### src/rtl/apb_event_sink.sv
// APB completer that decodes event-notification writes, counts them per event and logs {id, data} in a FIFO.
// Optional error response on unmapped addresses: define APB_EVENT_SINK_PSLVERR_EN.
module apb_event_sink #(
    parameter int unsigned WAIT_STATES = 1,
    parameter int unsigned FIFO_DEPTH  = 4,
    parameter int unsigned CNT_W       = 16
) (
    input  logic             clk,
    input  logic             reset,
    input  logic             apb_psel_i,
    input  logic             apb_penable_i,
    input  logic [31:0]      apb_paddr_i,
    input  logic             apb_pwrite_i,
    input  logic [31:0]      apb_pwdata_i,
    output logic             apb_pready_o,
    output logic             log_valid_o,
    output logic [1:0]       log_id_o,
    output logic [31:0]      log_data_o,
    input  logic             log_ready_i,
    output logic [CNT_W-1:0] cnt_a_o,
    output logic [CNT_W-1:0] cnt_b_o,
    output logic [CNT_W-1:0] cnt_c_o,
    output logic             overflow_o
`ifdef APB_EVENT_SINK_PSLVERR_EN
    ,
    output logic             apb_pslverr_o
`endif
);

    localparam int unsigned AW = $clog2(FIFO_DEPTH);
    localparam int unsigned PW = AW + 1;
    localparam int unsigned WW = 3;

    localparam logic [31:0] ADDR_A = 32'hABBA_0000;
    localparam logic [31:0] ADDR_B = 32'hBAFF_0000;
    localparam logic [31:0] ADDR_C = 32'hCAFE_0000;

    typedef enum logic [1:0] {
        IDLE   = 2'd0,
        SETUP  = 2'd1,
        ACCESS = 2'd2
    } state_t;

    typedef struct packed {
        logic [1:0]  id;
        logic [31:0] data;
    } log_entry_t;

    state_t            state_q, state_d;
    logic [WW-1:0]     wait_q, wait_d;
    logic [PW-1:0]     wr_ptr_q, wr_ptr_d;
    logic [PW-1:0]     rd_ptr_q, rd_ptr_d;
    log_entry_t        mem_q [FIFO_DEPTH];
    log_entry_t        mem_d [FIFO_DEPTH];
    logic [CNT_W-1:0]  cnt_a_q, cnt_a_d;
    logic [CNT_W-1:0]  cnt_b_q, cnt_b_d;
    logic [CNT_W-1:0]  cnt_c_q, cnt_c_d;
    logic              overflow_q, overflow_d;

    logic [1:0]        ev_id_c;
    logic              pready_c;
    logic              commit_c;
    logic              push_c;
    logic              pop_c;
    logic              full_c;
    logic              empty_c;

    // Exact-match address decode; 0 means unmapped.
    always_comb begin
        ev_id_c = 2'd0;
        if (apb_paddr_i == ADDR_A) begin
            ev_id_c = 2'd1;
        end else if (apb_paddr_i == ADDR_B) begin
            ev_id_c = 2'd2;
        end else if (apb_paddr_i == ADDR_C) begin
            ev_id_c = 2'd3;
        end
    end

    assign pready_c = (state_q == ACCESS) && apb_penable_i && (wait_q == WW'(WAIT_STATES));
    assign commit_c = apb_psel_i && pready_c;
    assign empty_c  = (wr_ptr_q == rd_ptr_q);
    assign full_c   = (wr_ptr_q[AW] != rd_ptr_q[AW]) && (wr_ptr_q[AW-1:0] == rd_ptr_q[AW-1:0]);
    assign pop_c    = log_ready_i && !empty_c;
    assign push_c   = commit_c && apb_pwrite_i && (ev_id_c != 2'd0);

    // Next-state: transfer FSM, FIFO, counters and sticky overflow.
    always_comb begin
        state_d    = state_q;
        wait_d     = wait_q;
        wr_ptr_d   = wr_ptr_q;
        rd_ptr_d   = rd_ptr_q;
        mem_d      = mem_q;
        cnt_a_d    = cnt_a_q;
        cnt_b_d    = cnt_b_q;
        cnt_c_d    = cnt_c_q;
        overflow_d = overflow_q;

        case (state_q)
            IDLE: begin
                if (apb_psel_i && !apb_penable_i) begin
                    state_d = SETUP;
                end
            end
            SETUP: begin
                state_d = ACCESS;
                wait_d  = '0;
            end
            ACCESS: begin
                if (!apb_psel_i || pready_c) begin
                    state_d = IDLE;
                end else if (wait_q < WW'(WAIT_STATES)) begin
                    wait_d = wait_q + WW'(1);
                end
            end
            default: begin
                state_d = IDLE;
            end
        endcase

        if (pop_c) begin
            rd_ptr_d = rd_ptr_q + PW'(1);
        end

        // A pop on the same edge frees the slot, so a full FIFO still accepts the push.
        if (push_c) begin
            if (!full_c || pop_c) begin
                mem_d[wr_ptr_q[AW-1:0]] = '{id: ev_id_c, data: apb_pwdata_i};
                wr_ptr_d                = wr_ptr_q + PW'(1);
            end else begin
                overflow_d = 1'b1;
            end
        end

        if (push_c) begin
            case (ev_id_c)
                2'd1: if (cnt_a_q != '1) cnt_a_d = cnt_a_q + CNT_W'(1);
                2'd2: if (cnt_b_q != '1) cnt_b_d = cnt_b_q + CNT_W'(1);
                2'd3: if (cnt_c_q != '1) cnt_c_d = cnt_c_q + CNT_W'(1);
                default: ;
            endcase
        end
    end

    always_ff @(posedge clk or posedge reset) begin
        if (reset) begin
            state_q    <= IDLE;
            wait_q     <= '0;
            wr_ptr_q   <= '0;
            rd_ptr_q   <= '0;
            cnt_a_q    <= '0;
            cnt_b_q    <= '0;
            cnt_c_q    <= '0;
            overflow_q <= 1'b0;
            for (int i = 0; i < int'(FIFO_DEPTH); i++) begin
                mem_q[i] <= '0;
            end
        end else begin
            state_q    <= state_d;
            wait_q     <= wait_d;
            wr_ptr_q   <= wr_ptr_d;
            rd_ptr_q   <= rd_ptr_d;
            cnt_a_q    <= cnt_a_d;
            cnt_b_q    <= cnt_b_d;
            cnt_c_q    <= cnt_c_d;
            overflow_q <= overflow_d;
            mem_q      <= mem_d;
        end
    end

    assign apb_pready_o = pready_c;
    assign log_valid_o  = !empty_c;
    assign log_id_o     = empty_c ? 2'd0  : mem_q[rd_ptr_q[AW-1:0]].id;
    assign log_data_o   = empty_c ? 32'd0 : mem_q[rd_ptr_q[AW-1:0]].data;
    assign cnt_a_o      = cnt_a_q;
    assign cnt_b_o      = cnt_b_q;
    assign cnt_c_o      = cnt_c_q;
    assign overflow_o   = overflow_q;

`ifdef APB_EVENT_SINK_PSLVERR_EN
    assign apb_pslverr_o = pready_c && (ev_id_c == 2'd0);
`endif

endmodule

### config.mk
export PLATFORM = sky130hd
export DESIGN_NAME = apb_event_sink
export DESIGN_NICKNAME = d
export VERILOG_FILES = /design/src/rtl/apb_event_sink.sv
export SDC_FILE = /design/constraint.sdc
export NUM_CORES = 1
export LEC_CHECK = 0
export ABC_AREA = 1
export CAP_MARGIN = 15
export CORE_AREA = 5 5 171 132
export DETAILED_ROUTE_END_ITERATION = 10
export DIE_AREA = 0 0 176 137
export PLACE_DENSITY = 0.85
export SKIP_LAST_GASP = 1
export SLEW_MARGIN = 20
export SYNTH_ARGS = -nofsm -noshare
export SYNTH_HDL_FRONTEND = slang
export SYNTH_SLANG_ARGS = --single-unit
### constraint.sdc
create_clock -name clk -period 8.3 [get_ports clk]
set_clock_uncertainty 0.2 [all_clocks]
set_input_delay 0.83 -clock clk [delete_from_list [all_inputs] [get_ports clk]]
set_output_delay 0.83 -clock clk [all_outputs]
set_load 0.005 [all_outputs]
======== Yosys cells after proc, flatten, opt, wreduce, memory -nomap -nowiden ========
Index checks and enable logic that the tools add are counted.
storage, ports and cells
  input bits .............................. 70
  register bits ........................... 196
  output and inout bits ................... 85
cells by class
  bitwise operators ....................... 3
  eq/ne operators ......................... 19
  $add $sub $neg .......................... 6
  $lt $le $gt $ge ......................... 4
  mux-type cells .......................... 17
  reduce and logical (&&, ||, !) cells .... 25
operator list
  cell                     number
  $bwmux W136              1
  $mux W34                 3
  $eq A32 B32 Y1 const B   3
  $bmux W34 S2             1
  $demux W34 S2            1
  $add A16 B1 Y16 const B  3
  $ne A16 B16 Y1 const B   3
  $mux W32                 1
  $mux W2                  6
  $reduce_and A3 Y1        4
  $add A3 B1 Y3 const B    3
  $logic_and A1 B1 Y1      9
  $eq A2 B2 Y1 const B     3
  $ge A3 B3 Y1 const B     2
  $lt A3 B1 Y1 const B     2
  $mux W3                  2
  $not A2 Y3               2
  $pmux W2 S3              1
  $pmux W3 S2              1
  $reduce_and A2 Y1        3
  $eq A2 B1 Y1 const B     2
  $logic_not A1 Y1         4
  $ne A2 B1 Y1 const B     2
  $ne A2 B2 Y1 const B     2
  8 further kinds          10

======== Logic depth before layout (Yosys ltp) ========
Gate-level depths: netlist of the first run.
  depth after elaboration ................. 7
  depth in mapped cells ................... 12
  depth with buffers taken out ............ 11

======== Worst setup path before layout of the first run ========
No wires, ideal clock.
  path type ............................... register -> output
  start ................................... reg rd_ptr_q[0]
  end ..................................... out log_data_o[13]
  cell stages (with the launch flop) ...... 9
  setup slack ............................. 5887 ps
  data required time ...................... 7270 ps
  data arrival time ....................... 1383 ps
  path through ............................ dfrtp_1 -> buf_2 -> inv_1 -> clkbuf_1 -> buf_2 -> nor2_1 -> o22ai_1 -> nand2_1 -> inv_1
between the ends
  word-level cells in the longest chain between the ends .. 5
  elaborated cells between the ends (all ways) .. 6
  classes of those cells .................. eq/ne: 1; mux: 4; bitwise: 1
RTL lines
  element                                       RTL line  source
  start: declaration                            52        logic [PW-1:0] rd_ptr_q, rd_ptr_d;
  start signal: assignment                      162       rd_ptr_q <= rd_ptr_d;
  $not A2 Y3 (not written as such)              174       assign log_data_o = empty_c ? 32'd0 : mem_q[rd_ptr_q[AW-1:0]].data;
  $bmux W34 S2                                  174
  $mux W34 (not written as such) (2 in series)  174
  $mux W32 *                                    174
  end: declaration                              18        output logic [31:0] log_data_o,
Mark *: on every way between the ends. The rest lies on a longest branch, timed or not. The select of a mux whose other input is x is not followed.

======== Final worst setup path of the first run ========
  start ................................... reg rd_ptr_q[0]
  end ..................................... out log_data_o[17]
The elaborated chain is that of the path after synthesis.

==> run_results.csv, run 1 <==
group,metric,value,unit
outcome,status,"complete, no violations",
drt,wl_per_cell,14.9,um
drt,met3_length,1460,um
synthesis,yosys_warnings,0,
grt,grtUsageTotal,20.9,%
drt,vias,8948,
placement,dp_slack,4.13,ns
cells_and_area,area_growth_syn_to_layout,21.0,%
timing,tightestPinTransition,1.06,ns
floorplanning,dieArea,24100,um2
placement,routabilityCongestion,0.867,
critical_path,critPathMaxStageDelay,0.97,ns
critical_path,crit_type,"register to output port",
flow_run,max_cap_viol_count,0,
cells_and_area,drive_gt1_share,5.24,%
timing,min_period_over_period,56.3,%
synthesis,synth_area_leaders,"dfrtp_1, nand2_1, o21ai_0",
floorplanning,rows,46,
cells_and_area,postLayoutCoreUtil,59.3,%
critical_path,cp_data_arrival_time,3.64,ns
cells_and_area,num_antenna_cells,0,
clock_tree,path_clk_slew,0.07,ns
placement,io_buffers,154,
clock_tree,postCtsSetupBuffers,0,
floorplanning,core_area,20700,um2
synthesis,synth_top_cell_by_area,"dfrtp_1",
cells_and_area,multi_input_area,4350,um2
drt,ant_nets,0,
placement,hpwl,16300,um
pwr,p_leak,0.00588,uW
critical_path,cp_cell_sequence,"clkinv_2 > o21ai_0 > o22ai_1 > nand2_1 > inv_1 > clkdlybuf4s50_1",
synthesis,syn-num-nets,1367,
synthesis,synth_top_area_share,48.3,%
clock_tree,cts_buffers,17,
timing,slew_violations,0,
cells_and_area,seq_area,4910,um2
synthesis,synth_common_cells,"nand2_1, dfrtp_1, inv_1, nor2_1, o21ai_0",
timing,relSlewSlack,29.4,%
timing,fin_ws,3.63,ns
clock_tree,clockBufferDepth,2,
clock_tree,clock-root-buffer,"clkbuf_16",
critical_path,crit_fanout,71,
timing,hold_viol,0,
critical_path,worstSetupStartpointType,"register",
grt,grt_pass1_wl,41200,um
pwr,ir_worst_vdd,0.167,mV
synthesis,synth_area,10200,um2
timing,setup_tns,0,ns
drt,drt_iter0_drc,819,
drt,top_layer,"met4",
critical_path,cp-end-kind,"output port",
drt,vias_per_cell,5.34,
grt,antenna_found_initial,0,
synthesis,synthCells,1283,
synthesis,synth_cell_type_count,36,
synthesis,synth_most_common_cell,"nand2_1",
clock_tree,cts.sinks,196,
drt,drc_errors,0,
drt,wl_met1,11600,um
synthesis,seq_area_frac_synth,48.3,%
synthesis,syn_area_per_cell,7.91,um2
timing,grt_setup_unrepaired,"false",
clock_tree,cts_tree,"yes",
drt,wl,25000,um
min_path,holdCritPathClass,"register to register",
timing,fin_crit,4.67,ns
timing,setup_viol,0,
floorplanning,start_util,49.0,%
floorplanning,ios,155,
grt,grt_max_degree,116,
synthesis,ys.flop_type,"dfrtp_1",
drt,dr.pass1.iters,5,
grt,grt_pass1_vias,8283,
timing,timing.fmax,0.214,GHz
grt,globalRouteOverflowTotal,0,
critical_path,cp_slowest_cell,"clkinv_2",
synthesis,synthArstFlopShare,100,%
synthesis,synth_edf_count,0,
floorplanning,die_h,137,um
clock_tree,clk_latency,0.44,ns
clock_tree,cts-htree-levels,4,
drt,wl_met2,11700,um
cells_and_area,finalNetCount,1483,
cells_and_area,nFillCells,1802,
floorplanning,die_x,176,um
synthesis,synth_seq_cells,196,
clock_tree,cts_hold_buf,0,
critical_path,worstPathRequired,7.27,ns
clock_tree,cts-resized-gates,0,
pwr,power.density,220,nW/um2
[metrics by stage]
stage               power, uW  hold WS [ns]  area, um2  instances
CTS                      2720         0.283      12300       1676
floorplan                1520         0.248      10200       1283
detailed placement       1930         0.267      11700       1644
global placement         1920         0.259      11700       1644
global route             2860         0.298      12300       1676
finish                   2710         0.281      12300       1676
[report_power, final]
part           leakage [uW]  internal [uW]  total [uW]  switching, uW
sequential          0.00270            970        1030           61.0
combinational       0.00292            414         885            470
clock              0.000266            408         790            382
total               0.00588           1790        2710            913
[state kept, by name (all words and copies together) (netlist names)]
| name | flops |
|---|---|
| cnt_c_o | 16 |
| state_q | 2 |
| overflow_o | 1 |
| cnt_b_o | 16 |
| rd_ptr_q | 3 |
| wr_ptr_q | 3 |
| mem_q | 136 |
| cnt_a_o | 16 |
| wait_q | 3 |
[layer usage]
metal | GRT usage (%) | vias up
li1 | - | 4357
met1 | 29.9 | 4248
met2 | 32.8 | 314
met3 | 4.06 | 29
met4 | 5.58 | 0
met5 | 0 | -
[worst max-delay path: cells and delay by family (launching register included)]
family                 cells  cell delay (ns)
buffers and inverters      3             1.47
AOI/OAI and AO/OA          2             0.65
DFF                        1             0.89
and+or+nand+nor            1             0.11
[path summary, 6_finish.rpt]
check | start | end | slack [ns] | depth (start not counted)
worst max-delay path | rd_ptr_q[0]$_DFFE_PP0P_ | log_data_o[17] | 3.63 | 6
worst min-delay path | mem_q[59]$_DFFE_PP0P_ | mem_q[59]$_DFFE_PP0P_ | 0.28 | 2
worst max register to register | rd_ptr_q[0]$_DFFE_PP0P_ | mem_q[132]$_DFFE_PP0P_ | 5.23 | 5
worst min register to register | mem_q[59]$_DFFE_PP0P_ | mem_q[59]$_DFFE_PP0P_ | 0.28 | 2
max in group asynchronous | reset | mem_q[123]$_DFFE_PP0P_ | 5.93 | 3
min in group asynchronous | reset | cnt_c_o[8]$_DFFE_PP0P_ | 0.75 | 2
[cell usage in the layout (no fill, tap or decap), drive strengths merged]
cell type	synthesis	layout
ha	14	14
o21bai	1	1
and2	2	2
xor2	21	21
a21oi	8	8
clkdlybuf4s50	0	154
nand4	29	29
nor2	136	136
clkinv	0	5
clkbuf	26	21
nor3	8	8
o22ai	35	35
nor4	6	6
buf	35	4
xnor2	14	14
nand3	41	41
clkinvlp	0	3
nand2	349	349
inv	147	150
nand3b	1	1
dfrtp	196	196
o21ai	214	214
[kinds of logic after synthesis]
kind of cell,count (synthesis),share of synthesized area [%]
xor gates and xnor gates,35,3.02
DFF,196,48.3
and+or+nand+nor,572,24.5
AOI/OAI and AO/OA,258,13.6
adders and majority gates,14,1.73
buffers and inverters,208,8.87
[layout make-up]
cell class / instances / area share, %
Timing Repair Buffer: 158 / 12.8
Inverter: 147 / 4.56
Sequential cell: 196 / 40.0
Clock buffer: 21 / 3.75
Multi-Input combinational cell: 879 / 35.4
Clock inverter: 11 / 0.784
Tap cell: 264 / 2.69
Power figures use the tool's default switching activity.
==> run 2: changes to the inputs <==
- CORE_AREA: 5 5 171 132 -> 5 5 173 133
- DIE_AREA: 0 0 176 137 -> 0 0 178 138
- PLACE_DENSITY: 0.85 -> 0.87
- clock period: 8.3 -> 3.7 ns (I/O delays scaled with it)
==> run_results.csv, run 2 (synthesis results as in run 1) <==
group,metric,value,unit
pwr,combPwrFrac,32.6,%
grt,grt_max_degree,126,
timing,tightestPinTransition,0.737,ns
drt,drc_errors,0,
pwr,power_frac_seq,36.3,%
critical_path,reg2reg_depth,7,
clock_tree,clock-root-buffer,"clkbuf_16",
flow_run,max_cap_viol_count,0,
floorplanning,core_area,21000,um2
timing,relSlewSlack,50.9,%
drt,wl_per_cell,14.6,um
clock_tree,cts.sinks,196,
drt,dr.pass1.iters,6,
clock_tree,clk_latency,0.44,ns
pwr,p_leak,0.00597,uW
clock_tree,cts_hold_buf,0,
critical_path,cp-end-kind,"output port",
pwr,ir_worst_vdd,0.414,mV
cells_and_area,area_growth_syn_to_layout,22.8,%
grt,grt_pass1_wl,41600,um
clock_tree,cts-htree-levels,4,
floorplanning,die_h,138,um
outcome,status,"complete, no violations",
critical_path,cp_data_arrival_time,2.73,ns
clock_tree,path_clk_slew,0.08,ns
placement,place_area,11800,um2
min_path,holdCritPathClass,"input port to async pin",
cells_and_area,layout_commonest_cell,"nand2_1",
drt,vias_per_cell,5.21,
floorplanning,start_util,48.3,%
clock_tree,cts-resized-gates,0,
placement,io_buffers,154,
critical_path,crit_fanout,39,
floorplanning,rows,46,
pwr,power.switching,2060,uW
timing,hold_viol,0,
clock_tree,clockBufferDepth,2,
cells_and_area,drive_gt1_share,6.05,%
critical_path,worstSetupStartpointType,"register",
pwr,swShare,32.9,%
timing,fin_crit,3.30,ns
cells_and_area,final_area,12500,um2
clock_tree,cts_tree,"yes",
timing,setup_tns,0,ns
pwr,power.density,502,nW/um2
clock_tree,cts_buffers,17,
cells_and_area,num_antenna_cells,0,
placement,routabilityCongestion,0.851,
timing,grt_setup_unrepaired,"false",
critical_path,critPathLaunch,"rd_ptr_q[0]$_DFFE_PP0P_",
placement,hpwl,16600,um
critical_path,r2r_start,"rd_ptr_q[0]$_DFFE_PP0P_",
drt,ant_nets,0,
critical_path,crit_end,"log_data_o[24]",
drt,drt_iter0_drc,903,
floorplanning,dieArea,24600,um2
floorplanning,ios,155,
timing,fin_hold_ws,0.204,ns
cells_and_area,nFillCells,1773,
critical_path,r2r_slack,1.04,ns
clock_tree,postCtsSetupBuffers,0,
critical_path,worstPathRequired,3.13,ns
grt,grtUsageTotal,20.3,%
cells_and_area,finalNetCount,1493,
pwr,p_clk_share,31.1,%
cells_and_area,mostFrequentLayoutCells,"nand2_1, dfrtp_1, clkdlybuf4s50_1, inv_1",
grt,antenna_found_initial,0,
pwr,intPower,4200,uW
timing,min_period_over_period,89.2,%
cells_and_area,largest_reg_flops,136,
drt,wl,24900,um
cells_and_area,postLayoutCoreUtil,59.3,%
critical_path,crit_type,"register to output port",
critical_path,r2r_end,"mem_q[126]$_DFFE_PP0P_",
grt,grt_pass1_vias,8467,
timing,slew_violations,0,
grt,globalRouteOverflowTotal,0,
floorplanning,die_x,178,um
timing,timing.fmax,0.303,GHz
drt,vias,8907,
cells_and_area,top_register,"mem_q",
timing,setup_viol,0,
==> run 2: worst min path at each step <==
| stage | from | endpoint | slack [ns] | cells after the start |
|---|---|---|---|---|
| floorplan | mem_q[50]$_DFFE_PP0P_ | mem_q[50]$_DFFE_PP0P_ | 0.25 | 2 |
| global placement | mem_q[58]$_DFFE_PP0P_ | mem_q[58]$_DFFE_PP0P_ | 0.26 | 2 |
| detailed placement | overflow_o$_DFFE_PP0P_ | overflow_o$_DFFE_PP0P_ | 0.27 | 1 |
| CTS | reset | cnt_a_o[1]$_DFFE_PP0P_ | 0.22 | 3 |
| global route | reset | cnt_a_o[1]$_DFFE_PP0P_ | 0.24 | 3 |
| finish | reset | cnt_a_o[0]$_DFFE_PP0P_ | 0.20 | 3 |
==> run 2: cell type report <==
| type | count | area (um2) | area share, % |
|---|---|---|---|
| clock inverter | 12 | 160 | 1.28 |
| inverter | 147 | 556 | 4.46 |
| sequential | 196 | 4910 | 39.4 |
| timing repair buffer | 168 | 1670 | 13.4 |
| tap | 288 | 360 | 2.89 |
| multi-input combinational | 879 | 4350 | 34.9 |
| clock buffer | 20 | 467 | 3.74 |
==> run 2: power groups by stage <==
stage | registers [uW] | logic, uW | clock network [uW]
after floorplan | 2230 | 1180 | 0
after global placement | 2310 | 2000 | 0
after detailed placement | 2310 | 2030 | 0
after CTS | 2270 | 2060 | 1990
after global routing | 2280 | 2290 | 2070
final | 2270 | 2040 | 1950
==> run 2: worst max-delay path: stages, from the launching register on <==
cell and delay, ns:
dfrtp_2 0.81, buf_4 0.44, o21ai_0 0.14, o22ai_1 0.26, nand2_1 0.09, inv_1 0.07, clkdlybuf4s50_1 0.49
==> run 2: routing by layer <==
| metal | global-route usage, % | wire (um) | vias to the layer above |
|---|---|---|---|
| met3 | 4.12 | 1550 | 29 |
| li1 | - | - | 4381 |
| met4 | 4.68 | 363 | 0 |
| met1 | 29.1 | 11100 | 4201 |
| met2 | 31.9 | 11900 | 296 |
| met5 | 0 | 0 | - |
==> run 2: per-stage QoR <==
stage,worst slack [ns],std cells,total power [uW]
6_report,0.398,1710,6260
4_1_cts,0.366,1710,6320
2_1_floorplan,0.598,1283,3410
5_1_grt,0.193,1710,6640
3_3_place_gp,0.870,1678,4310
3_5_place_dp,0.848,1678,4350
==> run 3: changes to the inputs <==
- ABC_CLOCK_PERIOD_IN_PS: unset -> 3700
==> results of run 3 <==
Same layout as run 2: the final DEF is identical, and so are final timing and power.
